`config.mk`:
```
export PLATFORM = sky130hd
export DESIGN_NAME = pcint_ctrl_flat
export DESIGN_NICKNAME = d
export VERILOG_FILES = /design/src/rtl/pcint_ctrl_pkg.sv /design/src/rtl/pcint_ctrl_if.sv /design/src/rtl/pcint_ctrl_group.sv /design/src/rtl/pcint_ctrl.sv /design/src/flat_wrapper.sv
export SDC_FILE = /design/constraint.sdc
export NUM_CORES = 1
export LEC_CHECK = 0
export ABC_AREA = 1
export CAP_MARGIN = 20
export CORE_MARGIN = 5
export CORE_UTILIZATION = 55
export DETAILED_ROUTE_END_ITERATION = 12
export GPL_ROUTABILITY_DRIVEN = 0
export GPL_TIMING_DRIVEN = 1
export PLACE_DENSITY = 0.91
export SLEW_MARGIN = 25
export SYNTH_ARGS = -nofsm -noshare
export SYNTH_HDL_FRONTEND = slang
export SYNTH_HIERARCHICAL = 1
export SYNTH_SLANG_ARGS = --single-unit
```
`constraint.sdc`:
```
create_clock -name cp2 -period 4.4 [get_ports cp2]
set_clock_uncertainty 0.2 [all_clocks]
set_input_delay 0.88 -clock cp2 [delete_from_list [all_inputs] [get_ports cp2]]
set_output_delay 0.88 -clock cp2 [all_outputs]
set_load 0.05 [all_outputs]
```
`src/rtl/pcint_ctrl_pkg.sv`:
```
// Shared constants for the pin-change interrupt controller: register map,
// group geometry and the post-reset settling window.
package pcint_pkg;

  localparam int N_GROUPS_DEF = 4;
  localparam int PCINT_GRP_W  = 8;
  localparam int PRIME_EDGES  = 3;

  localparam logic [5:0] PCIFR_IO_ADDR = 6'h1B;
  localparam logic [7:0] PCICR_ADDR    = 8'h68;
  localparam logic [7:0] PCMSK_BASE    = 8'h6B;
  localparam logic [7:0] PCMSK3_ADDR   = 8'h73;

  // PCMSK0..2 are contiguous; PCMSK3 (and any later group) sits in a separate window.
  function automatic logic [7:0] pcmsk_addr(input int n);
    if (n < 3) return PCMSK_BASE + 8'(n);
    else       return PCMSK3_ADDR + 8'(n - 3);
  endfunction

endpackage

```
`src/rtl/pcint_ctrl_if.sv`:
```
// CPU register bus shared by the I/O space (PCIFR) and the extended data
// space (PCICR, PCMSKn).
interface pcint_ctrl_if;
  logic [5:0] IO_Addr;
  logic       iore;
  logic       iowe;
  logic [7:0] ramadr;
  logic       ramre;
  logic       ramwe;
  logic [7:0] dbus_in;
  logic [7:0] dbus_out;
  logic       out_en;

  modport master (
    output IO_Addr, iore, iowe, ramadr, ramre, ramwe, dbus_in,
    input  dbus_out, out_en
  );

  modport slave (
    input  IO_Addr, iore, iowe, ramadr, ramre, ramwe, dbus_in,
    output dbus_out, out_en
  );
endinterface

```
`src/rtl/pcint_ctrl_group.sv`:
```
// One pin-change group: two-flop synchroniser, delayed copy for edge
// detection, and the PCIFn flag where a new change wins over any clear.
module pcint_group
  import pcint_pkg::*;
(
  input  logic                   cp2,
  input  logic                   ireset,
  input  logic [PCINT_GRP_W-1:0] pin_i,
  input  logic [PCINT_GRP_W-1:0] mask_i,
  input  logic                   primed_i,
  input  logic                   clr_i,
  output logic                   flag_o
);

  logic [PCINT_GRP_W-1:0] sync1_q;
  logic [PCINT_GRP_W-1:0] sync2_q;
  logic [PCINT_GRP_W-1:0] prev_q;
  logic                   flag_q;
  logic                   flag_d;
  logic                   chg;

  // prev follows sync2 unconditionally so a newly enabled mask bit never sees a stale edge
  assign chg = (|((sync2_q ^ prev_q) & mask_i)) & primed_i;

  always_comb begin
    flag_d = flag_q;
    if (chg)        flag_d = 1'b1;
    else if (clr_i) flag_d = 1'b0;
  end

  always_ff @(posedge cp2 or negedge ireset) begin
    if (!ireset) begin
      sync1_q <= '0;
      sync2_q <= '0;
      prev_q  <= '0;
      flag_q  <= 1'b0;
    end else begin
      sync1_q <= pin_i;
      sync2_q <= sync1_q;
      prev_q  <= sync2_q;
      flag_q  <= flag_d;
    end
  end

  assign flag_o = flag_q;

endmodule

```
`src/rtl/pcint_ctrl.sv`:
```
// Pin-change interrupt controller top: PCICR/PCMSKn registers, address
// decode, read mux and one pcint_group per port.
module pcint_ctrl
  import pcint_pkg::*;
#(
  parameter int N_GROUPS = N_GROUPS_DEF
) (
  input  logic                          cp2,
  input  logic                          ireset,
  pcint_ctrl_if.slave                   bus,
  input  logic [PCINT_GRP_W*N_GROUPS-1:0] pin_i,
  output logic [PCINT_GRP_W*N_GROUPS-1:0] pcmsk_o,
  output logic [N_GROUPS-1:0]           pcie_o,
  output logic [N_GROUPS-1:0]           irq,
  input  logic [N_GROUPS-1:0]           irq_ack
);

  logic [1:0]             prime_cnt_q;
  logic [1:0]             prime_cnt_d;
  logic                   primed;
  logic [N_GROUPS-1:0]    pcicr_q;
  logic [N_GROUPS-1:0]    pcicr_d;
  logic [PCINT_GRP_W-1:0] pcmsk_q [N_GROUPS];
  logic [PCINT_GRP_W-1:0] pcmsk_d [N_GROUPS];
  logic [N_GROUPS-1:0]    flag;
  logic [N_GROUPS-1:0]    clr;
  logic                   pcifr_wr;
  logic [7:0]             rd_data;
  logic                   rd_hit;

  // Settling window: down-counter, primed at terminal count
  assign primed = (prime_cnt_q == 2'd0);

  always_comb begin
    prime_cnt_d = prime_cnt_q;
    if (!primed) prime_cnt_d = prime_cnt_q - 2'd1;
  end

  assign pcifr_wr = bus.iowe && (bus.IO_Addr == PCIFR_IO_ADDR);

  always_comb begin
    pcicr_d = pcicr_q;
    if (bus.ramwe && (bus.ramadr == PCICR_ADDR)) pcicr_d = bus.dbus_in[N_GROUPS-1:0];
    for (int n = 0; n < N_GROUPS; n++) begin
      pcmsk_d[n] = pcmsk_q[n];
      if (bus.ramwe && (bus.ramadr == pcmsk_addr(n))) pcmsk_d[n] = bus.dbus_in;
      clr[n] = irq_ack[n] | (pcifr_wr & bus.dbus_in[n]);
    end
  end

  always_ff @(posedge cp2 or negedge ireset) begin
    if (!ireset) begin
      prime_cnt_q <= 2'(PRIME_EDGES);
      pcicr_q     <= '0;
      for (int n = 0; n < N_GROUPS; n++) pcmsk_q[n] <= '0;
    end else begin
      prime_cnt_q <= prime_cnt_d;
      pcicr_q     <= pcicr_d;
      for (int n = 0; n < N_GROUPS; n++) pcmsk_q[n] <= pcmsk_d[n];
    end
  end

  for (genvar g = 0; g < N_GROUPS; g++) begin : g_grp
    pcint_group u_grp (
      .cp2      (cp2),
      .ireset   (ireset),
      .pin_i    (pin_i[g*PCINT_GRP_W +: PCINT_GRP_W]),
      .mask_i   (pcmsk_q[g]),
      .primed_i (primed),
      .clr_i    (clr[g]),
      .flag_o   (flag[g])
    );
    assign pcmsk_o[g*PCINT_GRP_W +: PCINT_GRP_W] = pcmsk_q[g];
  end

  // Reads return pre-edge register contents
  always_comb begin
    rd_data = '0;
    rd_hit  = 1'b0;
    if (bus.iore && (bus.IO_Addr == PCIFR_IO_ADDR)) begin
      rd_hit              = 1'b1;
      rd_data[N_GROUPS-1:0] = flag;
    end
    if (bus.ramre) begin
      if (bus.ramadr == PCICR_ADDR) begin
        rd_hit              = 1'b1;
        rd_data[N_GROUPS-1:0] = pcicr_q;
      end
      for (int n = 0; n < N_GROUPS; n++) begin
        if (bus.ramadr == pcmsk_addr(n)) begin
          rd_hit  = 1'b1;
          rd_data = pcmsk_q[n];
        end
      end
    end
  end

  assign bus.dbus_out = rd_data;
  assign bus.out_en   = rd_hit;
  assign pcie_o       = pcicr_q;
  assign irq          = flag & pcicr_q;

endmodule

```
`src/flat_wrapper.sv`:
```
// flat-port wrapper written by rule: the top's interface ports become plain ports
module pcint_ctrl_flat import pcint_pkg::*;
#(
  parameter int N_GROUPS = N_GROUPS_DEF
)
  (cp2, ireset, pin_i, pcmsk_o, pcie_o, irq, irq_ack, bus_IO_Addr, bus_iore, bus_iowe, bus_ramadr, bus_ramre, bus_ramwe, bus_dbus_in, bus_dbus_out, bus_out_en);
  pcint_ctrl_if bus_i ();
  input  logic cp2;
  input  logic ireset;
  input  logic [PCINT_GRP_W*N_GROUPS-1:0] pin_i;
  output logic [PCINT_GRP_W*N_GROUPS-1:0] pcmsk_o;
  output logic [N_GROUPS-1:0] pcie_o;
  output logic [N_GROUPS-1:0] irq;
  input  logic [N_GROUPS-1:0] irq_ack;
  input wire logic [$bits(bus_i.IO_Addr)-1:0] bus_IO_Addr;
  input wire logic [$bits(bus_i.iore)-1:0] bus_iore;
  input wire logic [$bits(bus_i.iowe)-1:0] bus_iowe;
  input wire logic [$bits(bus_i.ramadr)-1:0] bus_ramadr;
  input wire logic [$bits(bus_i.ramre)-1:0] bus_ramre;
  input wire logic [$bits(bus_i.ramwe)-1:0] bus_ramwe;
  input wire logic [$bits(bus_i.dbus_in)-1:0] bus_dbus_in;
  output wire logic [$bits(bus_i.dbus_out)-1:0] bus_dbus_out;
  output wire logic [$bits(bus_i.out_en)-1:0] bus_out_en;
  assign bus_i.IO_Addr = bus_IO_Addr;
  assign bus_i.iore = bus_iore;
  assign bus_i.iowe = bus_iowe;
  assign bus_i.ramadr = bus_ramadr;
  assign bus_i.ramre = bus_ramre;
  assign bus_i.ramwe = bus_ramwe;
  assign bus_i.dbus_in = bus_dbus_in;
  assign bus_dbus_out = bus_i.dbus_out;
  assign bus_out_en = bus_i.out_en;
  pcint_ctrl #(.N_GROUPS(N_GROUPS)) u_core (.cp2(cp2), .ireset(ireset), .bus(bus_i), .pin_i(pin_i), .pcmsk_o(pcmsk_o), .pcie_o(pcie_o), .irq(irq), .irq_ack(irq_ack));
endmodule
```
======== Word-level counts from Yosys, hierarchy flattened ========
Index checks and enable logic that the tools add are counted.
Widths: inputs -> output; s select.
word-level totals
  register bits after elaboration ......... 138
  input port bits ......................... 64
  output and inout bits ................... 49
  logic and storage cells ................. 96
cells by class
  add/subtract/negate cells ............... 1
  equal/unequal tests ..................... 10
  muxes and demuxes ....................... 26
  bitwise logic cells ..................... 21
  reduce and logical (&&, ||, !) cells .... 16
operator list
  cell                 number
  $mux 8               9
  $eq 8x7->1 const B   5
  $and 8x8->8          4
  $eq 8x8->1           4
  $reduce_or 8->1      4
  $xor 8x8->8          4
  $mux 1               15
  $and 1x1->1          8
  $mux 4               2
  $reduce_bool 2->1    4
  $logic_and 1x1->1    7
  $eq 6x5->1 const B   1
  $and 4x4->4          1
  $or 1x1->1           4
  $logic_not 2->1      1
  $sub 2x1->2 const B  1

======== Logic depth before layout (Yosys ltp) ========
Gate-level depths: netlist of run 1.
  word-level depth ........................ 9
  gate-level depth with buffers ........... 12
  mapped depth without buffers ............ 12

======== By module ========
Netlist of run 1, hierarchy kept.
by module, submodules not included
  module       times used  cells an instance  area an instance (sq um)  sequential area each (sq um)
  pcint_group  4           76                 832.0                     625.6
  pcint_ctrl   1           285                2158.3                    953.4

======== Worst setup path after synthesis of run 1 ========
Ideal clock, no wire load.
  path kind ............................... in2out
  start ................................... input bus_ramadr[7]
  end ..................................... output bus_out_en
  arrival ................................. 2.505 ns
  required time ........................... 3.320 ns
  setup slack ............................. 0.815 ns
  stages on the path ...................... 7
  path buffers ............................ 0
  cells stage by stage .................... inv_2 -> nand2_2 -> nor2_8 -> nand2_2 -> nand3_1 -> nor3_1 -> o21ai_0
between the ends
  word-level cells in the longest chain between the ends .. 7
  elaborated cells between the ends (all ways) .. 11
  those cells by class .................... 5 x eq/ne; 6 x mux
RTL lines
  item                 line                RTL
  start, declared      flat_wrapper.sv:18  input wire logic [$bits(bus_i.ramadr)-1:0] bus_ramadr;
  $eq 8x7->1           pcint_ctrl.sv:85    if (bus.ramadr == PCICR_ADDR) begin
  $mux 1               pcint_ctrl.sv:85
  $mux 1 (3 in a row)  pcint_ctrl.sv:90    if (bus.ramadr == pcmsk_addr(n)) begin
  $mux 1 *             pcint_ctrl.sv:90
  $mux 1 *             pcint_ctrl.sv:84    if (bus.ramre) begin
  end, declared        flat_wrapper.sv:23  output wire logic [$bits(bus_i.out_en)-1:0] bus_out_en;
Mark *: on every way between the ends. The rest lies on a longest branch, timed or not.

======== Worst setup path in the final report of run 1 ========
  start ................................... input bus_ramadr[5]
  end ..................................... output bus_dbus_out[1]
between the ends
  word-level cells in the longest chain between the ends .. 7
  elaborated cells between the ends (all ways) .. 11
  those cells by class .................... 5 x eq/ne; 6 x mux
RTL lines
  item                 line                RTL
  $eq 8x7->1           pcint_ctrl.sv:85
  $mux 4               pcint_ctrl.sv:85
  $mux 8 (3 in a row)  pcint_ctrl.sv:90
  $mux 8 *             pcint_ctrl.sv:90
  $mux 8 *             pcint_ctrl.sv:84
  end, declared        flat_wrapper.sv:22  output wire logic [$bits(bus_i.dbus_out)-1:0] bus_dbus_out;
Marked as above.

==> results of run 1 <==
critical path: stages:
cell,delay [ns]
sky130_fd_sc_hd__clkdlybuf4s50_1,0.49
sky130_fd_sc_hd__nand2_1,0.07
sky130_fd_sc_hd__nor3_1,0.16
sky130_fd_sc_hd__nand2_1,0.31
sky130_fd_sc_hd__inv_2,0.19
sky130_fd_sc_hd__nand2_1,0.07
sky130_fd_sc_hd__nand2_1,0.06
sky130_fd_sc_hd__nor2_1,0.05
sky130_fd_sc_hd__a21boi_1,0.15
sky130_fd_sc_hd__buf_4,0.22
worst max path at each step:
stage	start	to	slack, ns	cells past startpoint
6_report	bus_ramadr[5]	bus_dbus_out[1]	0.67	10
5_1_grt	bus_ramadr[7]	bus_dbus_out[1]	0.46	10
4_1_cts	bus_ramadr[5]	bus_dbus_out[1]	0.70	10
3_5_place_dp	bus_ramadr[5]	bus_dbus_out[1]	0.72	10
3_3_place_gp	bus_ramadr[5]	bus_dbus_out[1]	0.76	10
2_1_floorplan	bus_ramadr[7]	bus_out_en	0.82	7
layout make-up:
cell class              count  area share
clock buffers              18      0.0569
clock inverters            14      0.0269
inverters                 107      0.0551
multi-input cells         339       0.216
flip-flops and latches    138       0.471
well taps                 133      0.0227
repair buffers            114       0.152
report_power, final:
group | internal (mW) | switching [mW] | leakage [nW]
clock network | 0.923 | 0.532 | 0.295
registers | 1.34 | 0.0594 | 1.69
logic | 0.117 | 0.181 | 1.76
total | 2.38 | 0.772 | 3.74
state kept, by name, summed over array words and instances, names as in the netlist:
name	flops
u_core/prime_cnt_q	2
u_core/g_grp.u_grp/sync2_q	32
u_core/g_grp.u_grp/prev_q	32
u_core/pcie_o	4
u_core/g_grp.u_grp/flag_o	4
u_core/g_grp.u_grp/sync1_q	32
u_core/pcmsk_o	32
synth_stat cells (2+ instances only):
cell type                    n  share of area
sky130_fd_sc_hd__buf_2       2         0.0018
sky130_fd_sc_hd__inv_2       6         0.0041
sky130_fd_sc_hd__buf_6       3         0.0062
sky130_fd_sc_hd__inv_1      99          0.068
sky130_fd_sc_hd__o22ai_1     2         0.0023
sky130_fd_sc_hd__dfrtp_1   136           0.62
sky130_fd_sc_hd__nand3_2     4         0.0073
sky130_fd_sc_hd__o21ai_2    16          0.026
sky130_fd_sc_hd__nand2_2     8         0.0091
sky130_fd_sc_hd__nand4_1     4         0.0046
sky130_fd_sc_hd__o21bai_1    4         0.0055
sky130_fd_sc_hd__clkinv_2    2         0.0018
sky130_fd_sc_hd__nor2_1     28          0.019
sky130_fd_sc_hd__nand3_1    35          0.032
sky130_fd_sc_hd__o21ai_1    17          0.016
sky130_fd_sc_hd__dfstp_2     2         0.0096
sky130_fd_sc_hd__o21ai_0    15          0.014
sky130_fd_sc_hd__a41oi_1     2         0.0032
sky130_fd_sc_hd__nor3_1      3         0.0027
sky130_fd_sc_hd__nand2_1   194           0.13
metal layers:
metal,vias up,routed length (um),GRT usage
li1,2058,-,-
met1,2134,5320,0.315
met2,272,6840,0.417
met3,54,1440,0.0775
met4,0,463,0.118
met5,-,0,0
stage by stage:
step                       util  hold slack (ns)  cell area [um2]  std cells  power (mW)
after global routing      0.754            0.154             7340        863        3.27
after global placement    0.691            0.131             6720        831        1.70
after floorplan               -            0.131             5490        589        1.55
after detailed placement  0.691            0.135             6720        831        1.71
after CTS                 0.754            0.148             7340        863        3.17
final                     0.754            0.147             7340        863        3.15
cells by family (layout without fill, tap and decap cells):
family | after synthesis | count (layout) | synth area share
simple gates | 280 | 280 | 0.218
fa+ha+maj | 1 | 1 | 0.00228
compound gates | 57 | 57 | 0.0670
flops | 138 | 138 | 0.630
buf+inv | 112 | 253 | 0.0816
xor+xnor | 1 | 1 | 0.00160
==> impl_metrics.tcl, run 1 <==
set metrics [dict create \
    post_synth_instance_area_mm2 0.00549 \
    postCtsSetupBuffers 0 \
    postSynth.asyncResetShare 1.00 \
    cts_tree "done" \
    hold-path-cell-count 0 \
    viasPerCell 5.24 \
    reg2regPathDepth 3 \
    worst_voltage_drop_across_the_vdd_grid_mv 0.427 \
    number_of_antenna_violations_at_the_first_check_in_global_routing 0 \
    fp-row-count 36 \
    worstSkewPairLatency_ns 0.51 \
    fin_setup_tns_ns 0 \
    max-clock-path-buffers 2 \
    crit_type "input pin to primary output" \
    synth.yosys.seq_area_share 0.630 \
    cts-htree-levels 4 \
    max_slew_margin_vs_limit 0.544 \
    layout-area-overhead-vs-synth_pct 33.8 \
    grt_start_max_net_pins 80 \
    synth_enable_flop_cells 0 \
    place_ws_ns 0.721 \
    syn-mean-instance-area_um2 9.31 \
    first_global_vias 4780 \
    wl_um 14100 \
    fp.dieW_um 110 \
    postSynthRegisterBits 138 \
    io_pins 113 \
    p_leak_nw 3.74 \
    drc 0 \
    initial_utilization 0.564 \
    synthesis.instances 589 \
    r2r_endpoint "u_core/prime_cnt_q[1]" \
    clockRootBuffer "sky130_fd_sc_hd__clkbuf_8" \
    final.fill_count 617 \
    worst_slack_ns 0.668 \
    drt_pass1_iterations 5 \
    worst-path-max-fanout 14 \
    die-height_um 110 \
    number_of_cells_upsized_or_downsized_after_cts 0 \
    design.die.area_mm2 0.0121 \
    timing.critical_path.required_ns 3.32 \
    number_of_vias_after_detailed_routing 4518 \
    hp-class "register to register" \
    final-hold-violation-count 0 \
    cp-end-kind "primary output" \
    synth_top_flop_cell "sky130_fd_sc_hd__dfrtp_1" \
    regToRegStartpoint "u_core/prime_cnt_q[0]" \
    net_count_after_synthesis 654 \
    synth-warning-count 6 \
    outcome "completed" \
    route.detailed.wl_per_inst_um 16.3 \
    worst_setup_sp_type "input pin" \
    layout_commonest_cell "sky130_fd_sc_hd__nand2_1" \
    number_of_nets_in_the_finished_design 782 \
    fmax_mhz 268 \
    worst_path_clk_slew_ns 0.06 \
    whs_endpoint "u_core/g_grp[0].u_grp/sync2_q[5]" \
    post_synth_num_cell_types 27 \
    hpwl_um 9630 \
    worst_slew_pin_slew_ns 0.684 \
    cellPowerDensity_mw_per_mm2 430 \
    critical_path_arrival_ns 2.65 \
    antenna_left 0 \
    mostFrequentLayoutCells "194 x sky130_fd_sc_hd__nand2_1, 136 x sky130_fd_sc_hd__dfrtp_1, 102 x sky130_fd_sc_hd__clkdlybuf4s50_1, 99 x sky130_fd_sc_hd__inv_1, 35 x sky130_fd_sc_hd__nand3_1" \
    rsz0062_at_grt "no" \
    final_critical_path_share_of_the_clock_period 0.848 \
    post_cts_hold_buffer_count 0 \
    grt_use_total 0.256 \
    first_drt_iteration_drcs 392 \
    timing.hold.worst.start "u_core/g_grp[0].u_grp/sync1_q[5]" \
    multiInputGateArea_mm2 0.00158 \
    cts_made_buffers 17 \
    antenna_cells_inserted 0 \
    fraction_of_final_layout_cells_with_drive_strength_greater_than_1 0.116 \
    timing.final.max_slew_violations 0 \
    r2r_setup_slack_ns 2.98 \
    layout_min_cycle_time_ns 3.73 \
    final-seq-area_mm2 0.00346 \
    core_area_mm2 0.00973 \
    globalRouteOverflowTotal 0 \
    portBuffers 112 \
    grt_pass1_wl_um 23200 \
    setup_viol_count_final 0 \
    clock_sink_count 138 \
    timing.max_cap.violations 0 \
]
Power figures use the tool's default switching activity.
==> run 2, diff against run 1 <==
--- a/config.mk
+++ b/config.mk
@@ -8,11 +8,11 @@
 export ABC_AREA = 1
 export CAP_MARGIN = 20
 export CORE_MARGIN = 5
-export CORE_UTILIZATION = 55
+export CORE_UTILIZATION = 51
 export DETAILED_ROUTE_END_ITERATION = 12
 export GPL_ROUTABILITY_DRIVEN = 0
 export GPL_TIMING_DRIVEN = 1
-export PLACE_DENSITY = 0.91
+export PLACE_DENSITY = 0.86
 export SLEW_MARGIN = 25
 export SYNTH_ARGS = -nofsm -noshare
 export SYNTH_HDL_FRONTEND = slang
==> constraint.sdc (replaced) <==
create_clock -name cp2 -period 3.5 [get_ports cp2]
set_clock_uncertainty 0.2 [all_clocks]
set_input_delay 0.7 -clock cp2 [delete_from_list [all_inputs] [get_ports cp2]]
set_output_delay 0.7 -clock cp2 [all_outputs]
set_load 0.05 [all_outputs]
==> run 2 against run 1 <==
Effect of this change: total power grew 19%; final cell count grew 0.46%; count of clock-buffer cells in the layout shrank 1; wire length shrank 4.9%; via count shrank 2.7%; first-iteration DRC count shrank 28%; combinational power grew 27%; die area grew 7.1%; critical path type unchanged.
==> impl_metrics.tcl, run 2 (synthesis gave the netlist of run 1 again) <==
set metrics [dict create \
    final.fill_count 720 \
    grt_start_max_net_pins 85 \
    timing.final.max_slew_violations 0 \
    number_of_vias_after_detailed_routing 4394 \
    portBuffers 112 \
    worst_path_clk_slew_ns 0.06 \
    mostFrequentLayoutCells "193 x sky130_fd_sc_hd__nand2_1, 136 x sky130_fd_sc_hd__dfrtp_1, 102 x sky130_fd_sc_hd__clkdlybuf4s50_1, 99 x sky130_fd_sc_hd__inv_1, 35 x sky130_fd_sc_hd__nand3_1" \
    first_drt_iteration_drcs 282 \
    critical_path_buf_inv_count 3 \
    p_leak_nw 3.73 \
    worst_voltage_drop_across_the_vdd_grid_mv 0.319 \
    max_slew_margin_vs_limit 0.503 \
    cts_tree "done" \
    setup_viol_count_final 0 \
    die-height_um 114 \
    fp-row-count 37 \
    worst_setup_sp_type "input pin" \
    fraction_of_final_layout_cells_with_drive_strength_greater_than_1 0.120 \
    number_of_nets_in_the_finished_design 783 \
    final-hold-violation-count 0 \
    max-clock-path-buffers 2 \
    drt_pass1_iterations 5 \
    place_ws_ns 0.131 \
    fmax_mhz 296 \
    hpwl_um 9750 \
    hold-worst-slack_ns 0.0288 \
    hp-class "input pin to asynchronous set/reset pin" \
    drc 0 \
    final_critical_path_share_of_the_clock_period 0.967 \
    antenna_cells_inserted 0 \
    timing.max_cap.violations 0 \
    io_pins 113 \
    worst_slew_pin_slew_ns 0.745 \
    worstSkewPairLatency_ns 0.52 \
    fp.dieW_um 114 \
    cts-htree-levels 4 \
    initial_utilization 0.527 \
    route.detailed.wl_per_inst_um 15.4 \
    globalRouteOverflowTotal 0 \
    utilization 0.711 \
    first_global_vias 4504 \
    rsz0062_at_grt "no" \
    critical_path_arrival_ns 2.48 \
    worst_path_max_delay_cell "sky130_fd_sc_hd__clkdlybuf4s50_1" \
    timing.critical_path.required_ns 2.60 \
    layout_commonest_cell "sky130_fd_sc_hd__nand2_1" \
    clock_sink_count 138 \
    crit_family "buffers and inverters" \
    design.die.area_mm2 0.0129 \
    timing.critical_path.slowest_cell_delay_ns 0.51 \
    viasPerCell 5.07 \
    antenna_left 0 \
    wl_um 13400 \
    crit_path_cell_trace "clkdlybuf4s50_1 > nand2_1 > nor3_1 > nand2_2 > clkinv_2 > nand2_1 > nand2_1 > nor2_1 > a21boi_1 > buf_12" \
    cts_made_buffers 17 \
    crit_type "input pin to primary output" \
    grt_use_total 0.220 \
    grt_pass1_wl_um 21900 \
    fin_setup_tns_ns 0 \
    cp-end-kind "primary output" \
    layout_min_cycle_time_ns 3.38 \
    worst-path-max-fanout 7 \
    layout-area-overhead-vs-synth_pct 35.0 \
    cellPowerDensity_mw_per_mm2 506 \
    core_area_mm2 0.0104 \
    number_of_antenna_violations_at_the_first_check_in_global_routing 0 \
    post_cts_hold_buffer_count 0 \
    worst_slack_ns 0.117 \
    outcome "completed" \
    clockRootBuffer "sky130_fd_sc_hd__clkbuf_8" \
    path_common_cell "sky130_fd_sc_hd__nand2_1" \
]
run 2: cell types whose count changed in the layout (fill, tap and decap cells not counted), sizes merged:
| cell | previous run | this run |
|---|---|---|
| buf | 12 | 13 |
| bufinv | 4 | 1 |
| clkinvlp | 2 | 7 |
| clkinv | 9 | 8 |
| clkbuf | 18 | 17 |
run 2: layout make-up:
| class | instances | area [um2] | area share |
|---|---|---|---|
| clock buffer | 17 | 414 | 0.0559 |
| clock inverter | 15 | 129 | 0.0174 |
| inverter | 107 | 404 | 0.0546 |
| multi-input combinational | 339 | 1590 | 0.214 |
| sequential | 138 | 3460 | 0.467 |
| tap | 136 | 170 | 0.0230 |
| timing repair buffer | 115 | 1250 | 0.168 |
run 2: path summary, 6_finish.rpt:
kind / start / to / slack (ns) / cells after the start
min in group cp2: u_core/g_grp[0].u_grp/sync1_q[5] / u_core/g_grp[0].u_grp/sync2_q[5] / 0.14 / 0
worst min register to register: u_core/g_grp[0].u_grp/sync1_q[5] / u_core/g_grp[0].u_grp/sync2_q[5] / 0.14 / 0
worst max-delay path: bus_ramadr[2] / bus_dbus_out[1] / 0.12 / 10
worst min-delay path: ireset / u_core/g_grp[1].u_grp/prev_q[0] / 0.03 / 1
worst max register to register: u_core/prime_cnt_q[0] / u_core/prime_cnt_q[0] / 2.13 / 3
max in group asynchronous: ireset / u_core/pcmsk_o[11] / 2.35 / 2
run 2: power by group:
part	switching [mW]	internal, mW
clock	0.675	0.937
sequential	0.0719	1.69
combinational	0.226	0.152
total	0.973	2.78
run 2: routing by layer:
layer / GRT usage / vias up / wire length [um]
li1: - / 2070 / -
met1: 0.271 / 2088 / 5300
met2: 0.358 / 205 / 6410
met3: 0.0732 / 31 / 1350
met4: 0.0913 / 0 / 308
met5: 0 / - / 0
run 2: per-stage QoR:
stage / power [mW] / cells / instance area [um2]
3_5_place_dp: 2.16 / 835 / 6860
6_report: 3.75 / 867 / 7410
3_3_place_gp: 2.14 / 835 / 6860
4_1_cts: 3.77 / 867 / 7400
2_1_floorplan: 1.95 / 589 / 5490
5_1_grt: 3.89 / 867 / 7410
run 2: what timing repair did:
| item | 4_1_cts | 5_1_grt |
|---|---|---|
| buffers inserted | 0 | 0 |
| endpoints found under the setup margin | 0 | 2 |
| gates resized for setup | 0 | 2 |
==> run 3, diff against run 2 <==
--- a/config.mk
+++ b/config.mk
@@ -9,10 +9,11 @@
 export CAP_MARGIN = 20
 export CORE_MARGIN = 5
 export CORE_UTILIZATION = 51
+export CTS_CLUSTER_SIZE = 12
 export DETAILED_ROUTE_END_ITERATION = 12
 export GPL_ROUTABILITY_DRIVEN = 0
 export GPL_TIMING_DRIVEN = 1
-export PLACE_DENSITY = 0.86
+export PLACE_DENSITY = 0.88
 export SLEW_MARGIN = 25
 export SYNTH_ARGS = -nofsm -noshare
 export SYNTH_HDL_FRONTEND = slang
==> run 3 against run 2 <==
Effect of this change: the run now ends with hold timing left; sequential power about the same; final area up 0.35%; flip-flop and latch count unchanged; wire length about the same; critical path depth down 1; count of clock-buffer cells in the layout up 8; clock power about the same; maximum frequency up 3.0%; critical path type unchanged; largest cell class unchanged.
==> impl_metrics.tcl, run 3 (synthesis gave the netlist of run 1 again) <==
set metrics [dict create \
    layout_commonest_cell "sky130_fd_sc_hd__nand2_1" \
    final_critical_path_share_of_the_clock_period 0.939 \
    cts_tree "done" \
    globalRouteOverflowTotal 0 \
    totalPowerFinal_mw 3.76 \
    grt_start_max_net_pins 78 \
    p_leak_nw 3.76 \
    first_drt_iteration_drcs 314 \
    fmax_mhz 304 \
    worst_slack_ns 0.214 \
    number_of_antenna_violations_at_the_first_check_in_global_routing 0 \
    crit_family "buffers and inverters" \
    antenna_left 0 \
    fp-row-count 37 \
    hpwl_um 9920 \
    fraction_of_final_layout_cells_with_drive_strength_greater_than_1 0.121 \
    final-hold-violation-count 1 \
    cts_made_buffers 17 \
    portBuffers 112 \
    design.die.area_mm2 0.0129 \
    violations_in_the_final_reports "hold timing" \
    route.detailed.wl_per_inst_um 15.4 \
    outcome "finished, violations left" \
    viasPerCell 5.09 \
    max_slew_margin_vs_limit 0.553 \
    timing.critical_path.required_ns 2.60 \
    drc 0 \
    die-height_um 114 \
    io_pins 113 \
    clockRootBuffer "sky130_fd_sc_hd__clkbuf_8" \
    core_area_mm2 0.0104 \
    first_global_vias 4643 \
    layoutNonFillerInstCount 870 \
    critical_path_arrival_ns 2.39 \
    worst_setup_sp_type "input pin" \
    cp-end-kind "primary output" \
    antenna_cells_inserted 0 \
    number_of_vias_after_detailed_routing 4432 \
    number_of_nets_in_the_finished_design 786 \
    timing.final.max_slew_violations 0 \
    worst_slew_pin_slew_ns 0.670 \
    place_ws_ns 0.103 \
    worst_path_max_delay_cell "sky130_fd_sc_hd__clkdlybuf4s50_1" \
    worst_path_clk_slew_ns 0.05 \
    worstSkewPairLatency_ns 0.52 \
    clock_sink_count 138 \
    max-clock-path-buffers 2 \
    layout_min_cycle_time_ns 3.29 \
    timing.critical_path.slowest_cell_delay_ns 0.51 \
    r2r_setup_slack_ns 2.10 \
    mostFrequentLayoutCells "193 x sky130_fd_sc_hd__nand2_1, 136 x sky130_fd_sc_hd__dfrtp_1, 102 x sky130_fd_sc_hd__clkdlybuf4s50_1, 99 x sky130_fd_sc_hd__inv_1, 35 x sky130_fd_sc_hd__nand3_1" \
    crit_path_cell_trace "clkdlybuf4s50_1 > nand2_1 > nor3_2 > nand2_2 > buf_4 > o21ai_0 > a41oi_1 > buf_4 > buf_12" \
    cts-htree-levels 4 \
    grt_pass1_wl_um 22000 \
    post-place-cells 838 \
    layout-area-overhead-vs-synth_pct 35.5 \
    rsz0062_at_grt "no" \
    critical_path_buf_inv_count 4 \
    worst-path-max-fanout 8 \
    grt_use_total 0.220 \
    cellPowerDensity_mw_per_mm2 506 \
    path_common_cell "sky130_fd_sc_hd__buf_4" \
    crit_type "input pin to primary output" \
    hold-worst-slack_ns -0.00251 \
    initial_utilization 0.527 \
    post_cts_hold_buffer_count 0 \
    drt_pass1_iterations 6 \
    wl_um 13400 \
    worst_voltage_drop_across_the_vdd_grid_mv 0.323 \
    fin_setup_tns_ns 0 \
    setup_viol_count_final 0 \
    fp.dieW_um 114 \
    timing.max_cap.violations 0 \
    hp-class "input pin to asynchronous set/reset pin" \
]
run 3: cell types whose count changed in the layout (fill, tap and decap cells not counted), moves of 2 or more:
cell and change:
sky130_fd_sc_hd__clkinv_4 -2, sky130_fd_sc_hd__buf_4 +4, sky130_fd_sc_hd__clkbuf_1 +4, sky130_fd_sc_hd__clkbuf_8 +4, sky130_fd_sc_hd__nor3_2 +2, sky130_fd_sc_hd__nor3_1 -2, sky130_fd_sc_hd__clkinvlp_4 -5
run 3: repair_timing:
action | CTS | global route
setup buffers | 0 | 0
resized for setup | 0 | 3
endpoints found under the setup margin | 0 | 4
run 3: final cells by class:
type / count / area [um2]
multi-input cells: 339 / 1600
inverters: 107 / 404
fillers: 695 / 2980
clock inverters: 7 / 65.1
repair buffers: 118 / 1260
well taps: 136 / 170
clock buffers: 25 / 484
flip-flops and latches: 138 / 3460
run 3: power breakdown:
part | leakage (nW) | internal [mW] | total (mW) | switching [mW]
registers | 1.69 | 1.69 | 1.76 | 0.0729
clock network | 0.268 | 1.01 | 1.62 | 0.612
logic | 1.80 | 0.151 | 0.377 | 0.226
run 3: through the flow:
step / hold WS [ns] / cell area, um2 / utilization
2_1_floorplan: 0.131 / 5490 / -
3_3_place_gp: 0.132 / 6870 / 0.660
3_5_place_dp: 0.135 / 6870 / 0.660
4_1_cts: 0.0179 / 7420 / 0.712
5_1_grt: 0.0493 / 7430 / 0.714
6_report: -0.00251 / 7430 / 0.714
run 3: routing by layer:
metal / vias to the layer above / wire length (um) / GRT usage
li1: 2079 / - / -
met4: 0 / 321 / 0.103
met1: 2097 / 5300 / 0.272
met2: 217 / 6460 / 0.352
met5: - / 0 / 0
met3: 39 / 1290 / 0.0721
run 3: worst paths after layout:
kind / startpoint / to / depth (start not counted)
min in group cp2: u_core/g_grp[3].u_grp/sync1_q[1] / u_core/g_grp[3].u_grp/sync2_q[1] / 0
worst max-delay path: bus_ramadr[4] / bus_dbus_out[6] / 9
worst min-delay path: ireset / u_core/g_grp[1].u_grp/sync1_q[1] / 1
worst max register to register: u_core/prime_cnt_q[0] / u_core/prime_cnt_q[1] / 3
max in group asynchronous: ireset / u_core/prime_cnt_q[1] / 2
worst min register to register: u_core/g_grp[3].u_grp/sync1_q[1] / u_core/g_grp[3].u_grp/sync2_q[1] / 0
